File: src/rtl/uart_cmd_pkg.sv
// Shared types, ASCII constants and baud helpers for the UART command decoder.
package uart_cmd_pkg;

  typedef enum logic [2:0] {R_IDLE, R_START, R_DATA, R_STOP, R_BREAK} rx_state_t;
  typedef enum logic [1:0] {P_IDLE, P_GOT, P_DISCARD} parse_state_t;
  typedef enum logic [2:0] {
    CMD_NONE, CMD_START, CMD_PAUSE, CMD_ENC, CMD_DEC, CMD_CLEAR, CMD_RESET
  } cmd_t;

  localparam logic [7:0] ASCII_CR   = 8'h0D;
  localparam logic [7:0] ASCII_LF   = 8'h0A;
  localparam logic [7:0] ASCII_S_UC = 8'h53;
  localparam logic [7:0] ASCII_S_LC = 8'h73;
  localparam logic [7:0] ASCII_P_UC = 8'h50;
  localparam logic [7:0] ASCII_P_LC = 8'h70;
  localparam logic [7:0] ASCII_E_UC = 8'h45;
  localparam logic [7:0] ASCII_E_LC = 8'h65;
  localparam logic [7:0] ASCII_D_UC = 8'h44;
  localparam logic [7:0] ASCII_D_LC = 8'h64;
  localparam logic [7:0] ASCII_C_UC = 8'h43;
  localparam logic [7:0] ASCII_C_LC = 8'h63;
  localparam logic [7:0] ASCII_R_UC = 8'h52;
  localparam logic [7:0] ASCII_R_LC = 8'h72;

  function automatic int baud_cnt(input int clk_freq, input int uart_bps);
    return clk_freq / uart_bps;
  endfunction

  function automatic int half_baud_cnt(input int clk_freq, input int uart_bps);
    return (clk_freq / uart_bps) / 2;
  endfunction

  function automatic logic is_terminator(input logic [7:0] b);
    return (b == ASCII_CR) || (b == ASCII_LF);
  endfunction

  // Case-insensitive letter lookup; anything unknown maps to CMD_NONE.
  function automatic cmd_t decode_letter(input logic [7:0] b);
    case (b)
      ASCII_S_UC, ASCII_S_LC: return CMD_START;
      ASCII_P_UC, ASCII_P_LC: return CMD_PAUSE;
      ASCII_E_UC, ASCII_E_LC: return CMD_ENC;
      ASCII_D_UC, ASCII_D_LC: return CMD_DEC;
      ASCII_C_UC, ASCII_C_LC: return CMD_CLEAR;
      ASCII_R_UC, ASCII_R_LC: return CMD_RESET;
      default:                return CMD_NONE;
    endcase
  endfunction

endpackage

File: src/rtl/uart_byte_rx.sv
// 2-FF synchroniser plus 8N1 byte receiver with glitch rejection and
// framing-error detection; waits out a held-low line before rearming.
module uart_byte_rx
  import uart_cmd_pkg::*;
#(
  parameter int CLK_FREQ = 50_000_000,
  parameter int UART_BPS = 115200
) (
  input  logic       clk,
  input  logic       rst,
  input  logic       uart_rxd,
  output logic [7:0] rx_data,
  output logic       byte_valid,
  output logic       frame_err
);

  localparam int BAUD_CNT = baud_cnt(CLK_FREQ, UART_BPS);
  localparam int HALF_CNT = half_baud_cnt(CLK_FREQ, UART_BPS);
  localparam int CW       = $clog2(BAUD_CNT + 1);
  localparam logic [CW-1:0] BAUD_LAST = CW'(BAUD_CNT - 1);
  localparam logic [CW-1:0] HALF_LAST = CW'(HALF_CNT - 1);

  logic          rxd_meta;
  logic          rxd_sync;
  logic          rxd_prev;
  logic          fall;
  rx_state_t     state;
  logic [CW-1:0] cnt;
  logic [2:0]    bit_idx;
  logic [7:0]    shreg;

  // Reset to idle-high so a reset never fabricates a falling edge.
  always_ff @(posedge clk) begin
    if (rst) begin
      rxd_meta <= 1'b1;
      rxd_sync <= 1'b1;
      rxd_prev <= 1'b1;
    end else begin
      rxd_meta <= uart_rxd;
      rxd_sync <= rxd_meta;
      rxd_prev <= rxd_sync;
    end
  end

  assign fall = rxd_prev & ~rxd_sync;

  always_ff @(posedge clk) begin
    if (rst) begin
      state      <= R_IDLE;
      cnt        <= '0;
      bit_idx    <= '0;
      shreg      <= '0;
      rx_data    <= '0;
      byte_valid <= 1'b0;
      frame_err  <= 1'b0;
    end else begin
      byte_valid <= 1'b0;
      frame_err  <= 1'b0;
      case (state)
        R_IDLE: begin
          cnt <= '0;
          if (fall) state <= R_START;
        end
        R_START: begin
          if (cnt == HALF_LAST) begin
            cnt     <= '0;
            bit_idx <= '0;
            state   <= rxd_sync ? R_IDLE : R_DATA;
          end else begin
            cnt <= cnt + 1'b1;
          end
        end
        R_DATA: begin
          if (cnt == BAUD_LAST) begin
            cnt     <= '0;
            shreg   <= {rxd_sync, shreg[7:1]};
            bit_idx <= bit_idx + 1'b1;
            if (bit_idx == 3'd7) state <= R_STOP;
          end else begin
            cnt <= cnt + 1'b1;
          end
        end
        R_STOP: begin
          if (cnt == BAUD_LAST) begin
            cnt <= '0;
            if (rxd_sync) begin
              rx_data    <= shreg;
              byte_valid <= 1'b1;
              state      <= R_IDLE;
            end else begin
              frame_err <= 1'b1;
              state     <= R_BREAK;
            end
          end else begin
            cnt <= cnt + 1'b1;
          end
        end
        R_BREAK: begin
          if (rxd_sync) state <= R_IDLE;
        end
        default: state <= R_IDLE;
      endcase
    end
  end

endmodule

File: src/rtl/uart_cmd_decoder.sv
// Decodes single-letter ASCII command lines from the host UART into the
// work/enc run controls and a statistics-clear pulse.
module uart_cmd_decoder
  import uart_cmd_pkg::*;
#(
  parameter int CLK_FREQ        = 50_000_000,
  parameter int UART_BPS        = 115200,
  parameter int CMD_TIMEOUT_CYC = 5_000_000
) (
  input  logic       clk,
  input  logic       rst,
  input  logic       uart_rxd,
  output logic       work,
  output logic       enc,
  output logic       clr_stats,
  output logic       cmd_valid,
  output logic       cmd_err,
  output logic [7:0] rx_byte,
  output logic       rx_byte_valid
);

  localparam int TW = $clog2(CMD_TIMEOUT_CYC + 1);
  localparam logic [TW-1:0] TMO_LAST = TW'(CMD_TIMEOUT_CYC - 1);

  logic [7:0]   rx_data;
  logic         byte_valid;
  logic         frame_err;
  logic         is_term;
  cmd_t         letter_cmd;
  cmd_t         pending;
  parse_state_t p_state;
  logic [TW-1:0] tmo_cnt;

  uart_byte_rx #(
    .CLK_FREQ (CLK_FREQ),
    .UART_BPS (UART_BPS)
  ) u_byte_rx (
    .clk        (clk),
    .rst        (rst),
    .uart_rxd   (uart_rxd),
    .rx_data    (rx_data),
    .byte_valid (byte_valid),
    .frame_err  (frame_err)
  );

  assign rx_byte       = rx_data;
  assign rx_byte_valid = byte_valid;
  assign is_term       = is_terminator(rx_data);
  assign letter_cmd    = decode_letter(rx_data);

  // Framing error outranks both bytes and the timeout, so only one cmd_err fires.
  always_ff @(posedge clk) begin
    if (rst) begin
      p_state   <= P_IDLE;
      pending   <= CMD_NONE;
      tmo_cnt   <= '0;
      work      <= 1'b0;
      enc       <= 1'b1;
      clr_stats <= 1'b0;
      cmd_valid <= 1'b0;
      cmd_err   <= 1'b0;
    end else begin
      clr_stats <= 1'b0;
      cmd_valid <= 1'b0;
      cmd_err   <= 1'b0;
      if (frame_err) begin
        cmd_err <= 1'b1;
        p_state <= P_IDLE;
        tmo_cnt <= '0;
      end else if (byte_valid) begin
        tmo_cnt <= '0;
        case (p_state)
          P_IDLE: begin
            if (!is_term) begin
              if (letter_cmd != CMD_NONE) begin
                pending <= letter_cmd;
                p_state <= P_GOT;
              end else begin
                p_state <= P_DISCARD;
              end
            end
          end
          P_GOT: begin
            if (is_term) begin
              cmd_valid <= 1'b1;
              p_state   <= P_IDLE;
              case (pending)
                CMD_START: work <= 1'b1;
                CMD_PAUSE: work <= 1'b0;
                CMD_ENC:   enc  <= 1'b1;
                CMD_DEC:   enc  <= 1'b0;
                CMD_CLEAR: clr_stats <= 1'b1;
                CMD_RESET: begin
                  work      <= 1'b0;
                  enc       <= 1'b1;
                  clr_stats <= 1'b1;
                end
                default: ;
              endcase
            end else begin
              p_state <= P_DISCARD;
            end
          end
          P_DISCARD: begin
            if (is_term) begin
              cmd_err <= 1'b1;
              p_state <= P_IDLE;
            end
          end
          default: p_state <= P_IDLE;
        endcase
      end else if (p_state != P_IDLE) begin
        if (tmo_cnt == TMO_LAST) begin
          cmd_err <= 1'b1;
          p_state <= P_IDLE;
          tmo_cnt <= '0;
        end else begin
          tmo_cnt <= tmo_cnt + 1'b1;
        end
      end else begin
        tmo_cnt <= '0;
      end
    end
  end

endmodule

File: config.mk
export PLATFORM = sky130hd
export DESIGN_NAME = uart_cmd_decoder
export DESIGN_NICKNAME = d
export VERILOG_FILES = /design/src/rtl/uart_cmd_pkg.sv /design/src/rtl/uart_byte_rx.sv /design/src/rtl/uart_cmd_decoder.sv
export SDC_FILE = /design/constraint.sdc
export NUM_CORES = 1
export LEC_CHECK = 0
export ABC_AREA = 0
export CORE_MARGIN = 2
export CORE_UTILIZATION = 45
export CTS_CLUSTER_DIAMETER = 100
export DETAILED_ROUTE_END_ITERATION = 10
export GPL_TIMING_DRIVEN = 0
export HOLD_SLACK_MARGIN = 0.05
export PLACE_DENSITY = 0.73
export SYNTH_ARGS = -nofsm -noshare
export SYNTH_HDL_FRONTEND = slang
export SYNTH_SLANG_ARGS = --single-unit
File: constraint.sdc
create_clock -name clk -period 1.99 [get_ports clk]
set_clock_uncertainty 0.1 [all_clocks]
set_input_delay 0.2985 -clock clk [delete_from_list [all_inputs] [get_ports clk]]
set_output_delay 0.2985 -clock clk [all_outputs]
set_load 0.01 [all_outputs]
[After elaboration in Yosys (flattened, before gate mapping)]
Cells that the tools add are included.
Storage, ports and cells
  flip-flop bits (word level): 69
  input port bits: 3
  output and inout bits: 14
  word-level logic and storage cells: 137
Cells by class
  add/subtract/negate cells: 3
  eq/ne operators: 38
  multiplexer cells: 35
  bitwise gates (word level): 9
  reduce and logical (&&, ||, !) cells: 34
Operators with widths (count)
  $eq A8 B7 Y1 const B: 12
  $mux W3: 9
  $pmux W9 S3: 1
  $add A23 B1 Y23 const B: 1
  $eq A23 B23 Y1 const B: 1
  $reduce_or A2 Y1: 11
  $mux W9: 2
  $pmux W3 S6: 1
  $eq A8 B4 Y1 const B: 2
  $mux W2: 8
  $eq A3 B3 Y1 const B: 5
  $pmux W3 S5: 1
  $reduce_and A5 Y1: 3
  $eq A3 B2 Y1 const B: 4
  $ne A2 B1 Y1 const B: 6
  $reduce_bool A2 Y1: 6
  $reduce_or A5 Y1: 2
  $add A9 B1 Y9 const B: 1
  $eq A9 B8 Y1 const B: 1
  $eq A9 B9 Y1 const B: 1
  $mux W1: 9
  $not A1 Y1: 8
  $eq A3 B1 Y1 const B: 2
  $ne A3 B3 Y1 const B: 2
  17 further kinds: 20

[Longest topological paths before layout]
  depth in word-level cells: 8
  depth in mapped cells: 8
  depth with buffers taken out: 7

[By module]
A second synthesis with hierarchy kept.
Unflattened totals
  cells, all modules: 382
  area total of the unflattened synthesis: 3374.5 µm²
By module, submodules not included
  uart_cmd_decoder: instances 1, cells each 201, area an instance 1731.7 µm², sequential area each 660.6 µm²
  uart_byte_rx: instances 1, cells each 181, area an instance 1642.8 µm², sequential area each 720.7 µm²

[Worst setup path after synthesis]
OpenSTA, ideal clock, no wires.
  path type: reg2reg
  start: reg u_byte_rx.cnt[0]
  end: reg u_byte_rx.cnt[7]
  setup time: 69 ps
  arrival time: 1914 ps
  required time: 1821 ps
  setup slack: -93 ps
  stages on the path, launching flop included: 9
  path buffers: 1
  period minus slack after synthesis: 2083 ps
  cell sequence: dfxtp_1 -> inv_1 -> ha_1 -> nor4bb_1 -> a311o_1 -> a21oi_2 -> buf_4 -> or4b_1 -> o21ai_1
Between the ends
  word-level cells in the longest chain between the ends: 3
  elaborated cells on any way between the ends: 6
  classes of those cells: add/sub: 1; eq/ne: 2; mux: 3
RTL lines
  from (decl): RTL line uart_byte_rx.sv:28  | logic [CW-1:0] cnt;
  from (signal assigned): RTL line uart_byte_rx.sv:70  | cnt <= cnt + 1'b1;
  from (signal assigned): RTL line uart_byte_rx.sv:80  | cnt <= cnt + 1'b1;
  from (signal assigned): RTL line uart_byte_rx.sv:95  | cnt <= cnt + 1'b1;
  $add A9 B1 Y9 (tied with other cells): RTL line uart_byte_rx.sv:70, uart_byte_rx.sv:80, uart_byte_rx.sv:95
  $mux W9 (on tied branches): RTL line uart_byte_rx.sv:74, uart_byte_rx.sv:84, uart_byte_rx.sv:65
  $pmux W9 S3 (*): RTL line uart_byte_rx.sv:59  | case (state)
Mark *: on every way between the ends. The rest lies on a longest branch, timed or not.
A chain may end at the register's enable or synchronous reset.

[Worst setup path in the final report]
Same ends and word-level chain as after synthesis.

==> impl_metrics.py <==
metrics = {
    "logic_synthesis": {
        "ys_types": 52,
        "netlist_area_sq_um": 3220,
        "synth_nets": 397,
        "synthMuxAreaShare": 0.0124,
        "postSynthAreaPerCell_sq_um": 8.31,
        "synth_xor_area_frac": 0.0598,
        "synth_compound_area_frac": 0.123,
        "synth_edf_count": 0,
        "synth-simple-area-share": 0.315,
        "synth-adder-area-share": 0.0233,
        "synth-main-ff-cell": "dfxtp_1",
        "synth_seq_cells": 69,
        "ys_warn_count": 0,
        "synth-async-reset-ratio": 0,
        "postSynthCellCount": 388,
        "ys_seq_area_frac": 0.429,
        "synth_top_family_by_area": "simple AND/OR/NAND/NOR gates",
    },
    "worst_setup_path": {
        "critPathSlowestCell": "or4b_1",
        "crit_type": "register to register",
        "critPathLaunchType": "register",
        "cp_data_required_time_ns": 2.16,
        "worstPathArrival_ns": 2.25,
        "crit_path_max_fanout": 7,
        "cp_cell_sequence": "inv_4 > ha_4 > nor4bb_4 > a311o_1 > a21oi_2 > buf_6 > or4b_1 > o21ai_1",
        "worst_setup_path_end_kind": "register",
        "max_stage_delay_ns": 0.42,
    },
    "outcome": {
        "status": "complete, but fails checks",
        "violations": "negative setup slack",
    },
    "sta": {
        "relSlewSlack": 0.647,
        "tightest_slew_ns": 0.529,
        "slew_viol_final": 0,
        "finalCriticalPeriod_ns": 2.08,
        "setup_viol": 10,
        "finalHoldViolCount": 0,
        "setup_slack_ns": -0.0896,
        "holdWs_ns": 0.311,
        "finalCritPeriodShare": 1.05,
        "rsz0062_at_grt": "true",
        "max_clock_freq_mhz": 481,
    },
    "finish": {
        "nets": 437,
        "final_area_sq_um": 4030,
        "syn2layout_area_growth_pct": 25.0,
        "antenna-diode-count": 0,
        "drive_gt1_frac": 0.169,
    },
    "floorplanning": {
        "die_area_sq_um": 7860,
        "design.core.area_sq_um": 6870,
        "initial_core_util": 0.469,
        "die_width_um": 88.6,
        "fp.dieH_um": 88.6,
        "std_cell_rows": 30,
        "ios": 17,
    },
    "routing": {
        "dr.pass1.iters": 4,
        "ant_nets": 0,
        "drc": 0,
        "wire_per_inst_um": 13.1,
        "initialDrtViolationCount": 147,
        "viasPerCell": 5.38,
        "vias": 2846,
        "finalWirelength_mm": 6.93,
    },
    "placed_design": {
        "pre_cts_ws_ns": -0.230,
        "numPortBuffers": 16,
        "gp_congestion": 0.897,
        "dp_hpwl_mm": 4.61,
        "dpl_cell_area_sq_um": 3530,
    },
    "global_route": {
        "grt_max_degree": 12,
        "grt_first_pass_wirelength_mm": 11.2,
        "antenna_found_initial": 0,
        "grt-ovfl-total": 0,
        "grt_pass1_vias": 2507,
        "track_usage": 0.182,
    },
    "clock_tree": {
        "clk_pin_slew_worst_paths_ns": 0.07,
        "clockRootBuffer": "clkbuf_8",
        "cts_tree": "yes",
        "clock_path_buffers": 2,
        "clock_latency_ns": 0.33,
        "cts_sinks": 69,
        "cts_made_buffers": 9,
        "cts_hold_buf": 0,
        "htree_levels": 3,
    },
    "run": {
        "cap_violations": 0,
    },
    "pwr": {
        "powerDensity_nw_per_um2": 699,
        "p_leak_nw": 1.35,
        "finalPower_w": 0.00282,
        "vdd_drop_max_mv": 0.701,
    },
    "min_path": {
        "min-delay-path-class": "register to register",
    },
}
state kept, by name (all words and copies together) (netlist names):
signal	flops
u_byte_rx.rxd_prev	1
u_byte_rx.bit_idx	3
cmd_err	1
tmo_cnt	23
u_byte_rx.rx_data	8
u_byte_rx.rxd_meta	1
pending	3
p_state	2
enc	1
clr_stats	1
u_byte_rx.byte_valid	1
cmd_valid	1
u_byte_rx.shreg	8
u_byte_rx.rxd_sync	1
u_byte_rx.frame_err	1
u_byte_rx.cnt	9
work	1
u_byte_rx.state	3
repair_timing:
action | CTS | global route
setup buffers | 9 | 4
pin swaps | 7 | 12
setup endpoints to repair | 44 | 52
gates resized for setup | 11 | 32
logic make-up (layout without fill, tap and decap cells):
kind of cell	after synthesis	after routing
AOI/OAI and AO/OA	61	61
xor gates and xnor gates	22	22
adders and majority gates	6	6
buffers and inverters	29	74
DFF	69	69
muxes	4	4
and+or+nand+nor	197	197
where the power goes:
part | switching [W] | internal [W] | total, W
registers | 0.0000103 | 0.00139 | 0.00140
clock network | 0.000507 | 0.000816 | 0.00132
logic | 0.0000475 | 0.0000469 | 0.0000945
per-layer routing:
metal	share of wire	track usage	vias to the layer above	wire (um)
li1	-	-	1433	-
met5	0	0	-	0
met4	0.0092	0.0468	0	64
met1	0.45	0.219	1360	3110
met2	0.50	0.307	46	3460
met3	0.041	0.0690	7	287
cell type report:
type	count	area (sq um)
Fill cell	599	2840
Clock buffer	13	170
Clock inverter	3	65.1
Sequential cell	69	1390
Timing Repair Buffer	29	262
Inverter	15	61.3
Tap cell	96	120
Buffer	14	86.3
Multi-Input combinational cell	290	1870
final timing paths:
check | cells past startpoint | slack (ns) | startpoint | end
hold / removal | 1 | 0.31 | u_byte_rx.rxd_meta$_SDFF_PP1_ | u_byte_rx.rxd_sync$_SDFF_PP1_
hold reg to reg | 1 | 0.31 | u_byte_rx.rxd_meta$_SDFF_PP1_ | u_byte_rx.rxd_sync$_SDFF_PP1_
setup reg to reg | 8 | -0.09 | u_byte_rx.cnt[0]$_SDFFE_PP0P_ | u_byte_rx.cnt[7]$_SDFFE_PP0P_
setup / recovery | 8 | -0.09 | u_byte_rx.cnt[0]$_SDFFE_PP0P_ | u_byte_rx.cnt[7]$_SDFFE_PP0P_
critical path, delay by kind of cell, from the launching register on:
family | cells | cell delay (ns)
AO/OA/AOI/OAI | 3 | 0.64
adder cells (fa/ha/maj) | 1 | 0.14
buffers and inverters | 2 | 0.18
flip-flops | 1 | 0.38
AND/OR/NAND/NOR | 2 | 0.57
metrics by stage:
| step | TNS [ns] | util | std cells |
|---|---|---|---|
| 2_1_floorplan | 0 | - | 388 |
| 3_3_place_gp | -4.53 | 0.513 | 500 |
| 3_5_place_dp | -5.74 | 0.513 | 500 |
| 4_1_cts | -0.635 | 0.563 | 525 |
| 5_1_grt | -1.63 | 0.586 | 529 |
| 6_report | -0.589 | 0.586 | 529 |
cells in the mapped netlist, types with 4 or more instances:
cell,n,area (sq um)
xor2_1,15,131
xnor2_1,7,61.3
and3_1,7,43.8
or3_1,4,25.0
a21oi_1,31,155
inv_1,15,56.3
buf_2,6,30.0
nand3b_1,4,30.0
dfxtp_1,69,1380
or4b_1,4,40.0
o21ai_0,6,30.0
nand2_1,58,218
or2_2,4,25.0
nand3_1,24,120
nand2b_1,6,37.5
mux2i_1,4,40.0
nor2_1,43,161
nor4_1,5,31.3
nand4_1,6,37.5
clkbuf_1,6,22.5
nor3_1,9,45.0
ha_1,6,75.1
cell usage in the layout (no fill, tap or decap), types with 5 or more instances in the layout:
| cell | count |
|---|---|
| xor2_1 | 15 |
| clkdlybuf4s50_1 | 16 |
| o21ai_0 | 5 |
| nand3_1 | 23 |
| dfxtp_1 | 65 |
| nand2b_1 | 6 |
| nand4_1 | 6 |
| nand2_1 | 58 |
| clkbuf_8 | 10 |
| a21oi_1 | 30 |
| nor3_1 | 5 |
| inv_1 | 13 |
| xnor2_1 | 7 |
| buf_4 | 14 |
| nor2_1 | 42 |
| clkbuf_1 | 8 |
| and3_1 | 7 |
No activity file was read; power rests on OpenSTA's default activity.
